--- src/rtl/fetch_stage.sv ---
// fetch_stage: instruction-fetch stage of the 5-stage MIPS pipeline.
//   Owns the PC, drives the instruction-memory address and loads the
//   IF/ID pipeline register. Applies hazard stalls, EX branch redirects
//   and ID jump redirects, and keeps fetch/bubble counters.
// Ports:
//   clk, reset        rising-edge clock, synchronous active-high reset
//   stall             hold PC and IF/ID (load-use hazard)
//   br_redirect/target  EX taken branch: squash IF/ID, jump PC
//   jmp_redirect/target ID jump: squash IF/ID, jump PC
//   imem_addr/data    instruction memory (data combinational from addr)
//   if_id_instr/pc4/valid  IF/ID pipeline register
//   state             0 RUN, 1 STALL, 2 SQUASH (kind of last update)
//   fetch_count       real instructions loaded into IF/ID since reset
//   bubble_count      NOPs inserted by squashes since reset
module fetch_stage #(
    parameter int                    ADDR_WIDTH = 32,
    parameter logic [ADDR_WIDTH-1:0] RESET_PC   = '0,
    parameter logic [31:0]           NOP_INSTR  = 32'h00000000
) (
    input  logic                  clk,
    input  logic                  reset,
    input  logic                  stall,
    input  logic                  br_redirect,
    input  logic [ADDR_WIDTH-1:0] br_target,
    input  logic                  jmp_redirect,
    input  logic [ADDR_WIDTH-1:0] jmp_target,
    output logic [ADDR_WIDTH-1:0] imem_addr,
    input  logic [31:0]           imem_data,
    output logic [31:0]           if_id_instr,
    output logic [ADDR_WIDTH-1:0] if_id_pc4,
    output logic                  if_id_valid,
    output logic [1:0]            state,
    output logic [31:0]           fetch_count,
    output logic [31:0]           bubble_count
);

    typedef enum logic [1:0] {
        ST_RUN    = 2'd0,
        ST_STALL  = 2'd1,
        ST_SQUASH = 2'd2
    } state_t;

    localparam logic [ADDR_WIDTH-1:0] FOUR       = ADDR_WIDTH'(4);
    // Redirect targets are forced word-aligned; stray low bits are dropped.
    localparam logic [ADDR_WIDTH-1:0] ALIGN_MASK = ~ADDR_WIDTH'(3);

    logic [ADDR_WIDTH-1:0] pc;
    logic [ADDR_WIDTH-1:0] pc_plus4;
    state_t                st;

    assign imem_addr = pc;
    assign pc_plus4  = pc + FOUR;   // wraps modulo 2^ADDR_WIDTH
    assign state     = st;

    // Priority: reset > br_redirect > stall > jmp_redirect > sequential.
    // The branch beats stall because EX is older than the stalled ID
    // instruction; a jump under stall is re-asserted by the held ID entry.
    always_ff @(posedge clk) begin
        if (reset) begin
            pc           <= RESET_PC;
            if_id_instr  <= NOP_INSTR;
            if_id_pc4    <= '0;
            if_id_valid  <= 1'b0;
            st           <= ST_RUN;
            fetch_count  <= '0;
            bubble_count <= '0;
        end else if (br_redirect) begin
            pc           <= br_target & ALIGN_MASK;
            if_id_instr  <= NOP_INSTR;
            if_id_pc4    <= '0;
            if_id_valid  <= 1'b0;
            st           <= ST_SQUASH;
            bubble_count <= bubble_count + 32'd1;
        end else if (stall) begin
            st <= ST_STALL;
        end else if (jmp_redirect) begin
            // No delay slot: the word fetched this cycle is discarded.
            pc           <= jmp_target & ALIGN_MASK;
            if_id_instr  <= NOP_INSTR;
            if_id_pc4    <= '0;
            if_id_valid  <= 1'b0;
            st           <= ST_SQUASH;
            bubble_count <= bubble_count + 32'd1;
        end else begin
            pc           <= pc_plus4;
            if_id_instr  <= imem_data;
            if_id_pc4    <= pc_plus4;
            if_id_valid  <= 1'b1;
            st           <= ST_RUN;
            fetch_count  <= fetch_count + 32'd1;
        end
    end

endmodule

--- config.mk ---
export PLATFORM = sky130hd
export DESIGN_NAME = fetch_stage
export DESIGN_NICKNAME = d
export VERILOG_FILES = /design/src/rtl/fetch_stage.sv
export SDC_FILE = /design/constraint.sdc
export NUM_CORES = 1
export LEC_CHECK = 0
export ABC_AREA = 1
export BUFFER_PORTS_ARGS = -buffer_cell sky130_fd_sc_hd__buf_2
export CORE_UTILIZATION = 40
export CTS_BUF_LIST = sky130_fd_sc_hd__clkbuf_4
export DETAILED_ROUTE_END_ITERATION = 16
export GPL_ROUTABILITY_DRIVEN = 0
export PLACE_DENSITY = 0.65
export SKIP_LAST_GASP = 1
export SYNTH_ARGS = -nofsm -noshare
export SYNTH_HDL_FRONTEND = slang
export SYNTH_SLANG_ARGS = --single-unit
--- constraint.sdc ---
create_clock -name clk -period 2.04 [get_ports clk]
set_input_delay 0.102 -clock clk [delete_from_list [all_inputs] [get_ports clk]]
set_output_delay 0.102 -clock clk [all_outputs]
set_load 0.03 [all_outputs]
Word level (Yosys, flattened, before mapping)
Cells that the tools add are included. Widths: inputs -> output; s select.

Register bits: 163. Output and inout port bits: 163. Logic and storage cells: 32.

Add/sub/neg operators: 3. Equality and inequality tests: 1. Muxes and demuxes: 12. Bitwise operators: 3. Reductions and logical operators: 4.

Operators by type and width (count): $mux 32 (8); $add 32x1->32 const B (2); $add 32x3->32 const B (1); $mux 2 (3); $not 1->1 (3); $reduce_and 3->1 (1); $ne 2x1->1 const B (1); $reduce_and 2->1 (1); $reduce_bool 2->1 (1); $reduce_or 2->1 (1); $mux 1 (1).

Depth between registers and ports, before layout
Word-level depth: 4. Mapped depth: 12. Gate-level depth less buffers: 11.

Least setup slack after synthesis
No wires, ideal clock.

Path kind: register to register. Start point: reg pc[2], in the netlist imem_addr[2]. End point: reg pc[26], in the netlist imem_addr[26]. Setup time: 113 ps. Arrival time: 1675 ps. Slack: 252 ps. Stages on the path, launching flop included: 11. Buffers on the path: 0. Clock period less this slack: 1788 ps. Path through: dfxtp_1 ha_1 nand2_1 nor2_1 nand2_1 nor2_2 nand3_1 nand3_1 nand2_1 nand2_1 nand2_1.

Longest elaborated chain between the ends: 4.

Ends and longest elaborated chain: start: declaration (line 47) `logic [ADDR_WIDTH-1:0] pc;`; start signal: assignment (line 68) `pc <= br_target & ALIGN_MASK;`; start signal: assignment (line 78) `pc <= jmp_target & ALIGN_MASK;`; start signal: assignment (line 85) `pc <= pc_plus4;`; $add 32x3->32 (line 52) `assign pc_plus4 = pc + FOUR;`; $mux 32 (line 76) `end else if (jmp_redirect) begin`; $mux 32 (line 74) `end else if (stall) begin`; $mux 32 (line 67) `end else if (br_redirect) begin`.

No other way between the ends. The select of a mux whose other input is x is not followed. A chain may end at the register's enable or synchronous reset.

Final worst setup path
Start point: reg pc[2], in the netlist imem_addr[2]. End point: reg pc[9], in the netlist imem_addr[9].

Same word-level chain as after synthesis.

==> results by group <==
Synthesis
  – Top cells by area, synth: dfxtp_1, nand2_1, nor2_1
  – Flops & latches, synth: 161
  – Synth Area in Compound Gates: 0.136
  – Most common cell in the netlist: nand2_1
  – Multiplexer share of the synthesized area: 0
  – Synth Area in Simple Gates: 0.395
  – Register area share after synthesis: 0.384
  – Syn_nets: 1393
  – Asr flop ratio synth: 0
  – Area share of xor/xnor cells in the synthesized design: 0.00731
  – Mapped Cells: 1289
  – Commonest cells post-synth: nand2_1, nor2_1, dfxtp_1, inv_1, a21oi_1
  – Area leader, netlist: dfxtp_1
  – Largest family of logic cells by synthesized area: simple AND/OR/NAND/NOR gates
  – Ys Warns: 0
  – Count of different cell masters after synthesis: 42
  – Yosys top cell area share: 0.384
  – Adder-Cell Fraction of Synth Area: 0.00448
  – Cell area after synthesis: 0.00838 sq mm
  – EDFF count, synth: 0
  – Ys flop type: dfxtp_1
  – Mean Syn Cell Area: 6.50 sq um

Clock network
  – TritonCTS clock tree: done
  – Clk slew on worst S/H paths: 0.15 ns
  – CTS max path bufs: 2
  – H-tree depth: 4
  – Root Buffer: clkbuf_4
  – CTS Sinks: 161
  – Clock Latency Late Sink: 0.58 ns
  – Number of setup buffers added after CTS: 0
  – CTS buffer count: 17

Floorplanning
  – DIE HEIGHT: 147 um
  – CORE AREA: 0.0204 sq mm
  – Initial Util: 0.412
  – Top Ports: 264
  – Die ar.: 0.0215 sq mm
  – Row count: 52
  – Die extent in x: 147 um

Cells and area
  – Share of cells above drive strength 1: 0.215
  – Final instance area: 0.0113 sq mm
  – Final core utilization: 0.556
  – Nets: 1748
  – Layout area overhead: 35.0%
  – Fillers: 2020
  – Non-Filler Instances: 1932

Job
  – Max Cap Violations: 0

Timing
  – Hold Vio Cnt, Final: 0
  – Final Setup Violations: 0
  – Unrepaired setup endpoints after global routing: yes
  – Slew Limit Fails: 0
  – Clk_skew: 0.0223 ns
  – Fmax: 512 MHz
  – Final period util: 0.958
  – Slew Limit Headroom: 0.659
  – Min Tclk post-route: 1.95 ns
  – Final Worst Setup Slack: 0.0865 ns
  – Worst slew pin tran: 0.510 ns

GRT
  – Gr ovfl total: 0
  – Tot GR Track Use: 0.259
  – Vias in the first global route: 8904
  – First-pass GRT wire length: 44.5 mm
  – Met1 usage: 0.317
  – Initial antenna violation count: 4
  – Met3 GRT Util: 0.0550
  – GR peak layer: met2
  – Met2 global-route usage: 0.438
  – Largest net degree at the start of global routing: 80

Status
  – Status: completed

Worst setup path
  – Worst setup path class: reg2reg
  – Worst-path cell chain: buf_4 -> nand3_1 -> inv_1 -> nand2_2 -> inv_1 -> or2_2 -> nand3_1 -> a31oi_1 -> dlygate4sd3_1
  – Crit path buffers/inverters: 4
  – CP max stage cell: dlygate4sd3_1
  – CP top delay family: buffers and inverters
  – Worst Setup End Kind: flip-flop
  – WP data required: 2.51 ns
  – Worst Path Arrival: 2.42 ns
  – CP max stage delay: 0.56 ns
  – Max Fanout on Critical Path: 5
  – Critical Path Start Type: flip-flop

Power and ir drop
  – Peak supply drop: 0.000297 V
  – PwrDens: 581 mW/mm^2
  – Leakage dissipation: 0.00507 uW

Placement
  – Pre-CTS setup slack: 0.192 ns
  – PortBufs: 259
  – DP HPWL: 19.9 mm
  – DP Cell Count: 1794
  – Post-DP Area: 0.00996 sq mm

Min path
  – HP Class: in2reg

Drt
  – WL final: 27.8 mm
  – DR iter-0 viols: 625
  – Iteration count of the initial detailed-routing pass: 5
  – DRC violations left: 0
  – Wire length per cell: 14.4 um
  – Vias: 9481
  – Drt via density: 4.91
  – Final ANT Viol Nets: 0
==> cell families (layout without fill, tap and decap cells) <==
| kind of cell | count (synthesis) | in the layout |
|---|---|---|
| flip-flops | 161 | 161 |
| buffers and inverters | 151 | 519 |
| adder cells (fa/ha/maj) | 3 | 3 |
| XOR/XNOR | 7 | 7 |
| other | 0 | 5 |
| AO/OA/AOI/OAI | 179 | 179 |
| AND/OR/NAND/NOR | 788 | 788 |
==> flip-flops by register name, indices dropped and copies added (netlist names) <==
signal and cells:
fetch_count 32, state 2, bubble_count 32, if_id_valid 1, imem_addr 30, if_id_pc4 32, if_id_instr 32
==> cells in the final DEF (no fill, tap or decap), types with 3 or more instances in the layout <==
cell type,netlist,layout
nand2_2,2,3
o21bai_1,3,3
nand3b_1,20,20
nor3_2,3,3
a32o_1,34,34
nor2_4,6,6
inv_1,101,101
nand2_4,3,3
nor2_1,195,193
bufinv_16,0,3
o21ai_1,11,11
nand3_1,48,48
buf_4,5,18
dlygate4sd3_1,0,101
inv_6,0,6
or2_2,5,5
ha_1,3,3
diode_2,0,5
dfxtp_1,161,160
a21oi_1,61,61
xor2_1,5,5
nand2_1,476,475
clkbuf_4,0,17
inv_2,6,6
nor2_2,10,12
buf_2,17,259
a31oi_1,9,9
nor3_1,8,8
o221ai_1,9,9
o21ai_0,46,46
==> per-layer routing <==
metal  vias to the layer above  part of all wire
met5                         -                 0
met4                         0             0.031
met3                        60             0.068
met2                       320              0.48
met1                      4245              0.42
li1                       4856                 -
==> final timing paths <==
path | cells past startpoint | end | slack (ns) | from
setup reg to reg | 9 | imem_addr[9]$_SDFFE_PP0P_ | 0.09 | imem_addr[2]$_SDFFE_PP0P_
setup / recovery | 9 | imem_addr[9]$_SDFFE_PP0P_ | 0.09 | imem_addr[2]$_SDFFE_PP0P_
hold reg to reg | 2 | if_id_pc4[1]$_SDFFE_PP0N_ | 0.45 | if_id_pc4[1]$_SDFFE_PP0N_
hold / removal | 3 | if_id_instr[29]$_SDFFE_PP0N_ | 0.30 | imem_data[29]
==> final cells by class <==
type                    count  area (sq um)  area share
diodes                      5          12.5     0.00111
clock buffers              17           128      0.0113
clock inverters            15           194      0.0171
inverters                 108           408      0.0360
multi-input cells         977          4550       0.402
flip-flops and latches    161          3220       0.285
well taps                 270           338      0.0299
repair buffers            379          2460       0.218
==> repair_timing <==
action | in CTS | in global routing
hold buffers | 101 | 0
hold endpoints to repair | 67 | 0
endpoints found under the setup margin | 0 | 5
gates resized for setup | 0 | 4
==> per-stage QoR <==
step / setup TNS [ns] / hold WS [ns] / total power [uW]
after global routing: -0.0355 / 0.268 / 6880
after global placement: 0 / 0.348 / 4280
after floorplan: 0 / 0.264 / 3930
after CTS: 0 / 0.247 / 6650
final: 0 / 0.303 / 6570
after detailed placement: 0 / 0.357 / 4290
==> power by group <==
group	internal, uW	switching, uW	total (uW)
clock network	890	1300	2190
logic	419	626	1050
registers	3240	99.9	3340
total	4550	2030	6570
==> worst reg2reg max path, delay by kind of cell, from the launching register on <==
family | cells | cell delay [ns]
flops | 1 | 0.34
compound gates | 1 | 0.08
simple gates | 4 | 0.56
buf+inv | 4 | 0.87
Note: power is estimated with default switching activity, not from simulation.
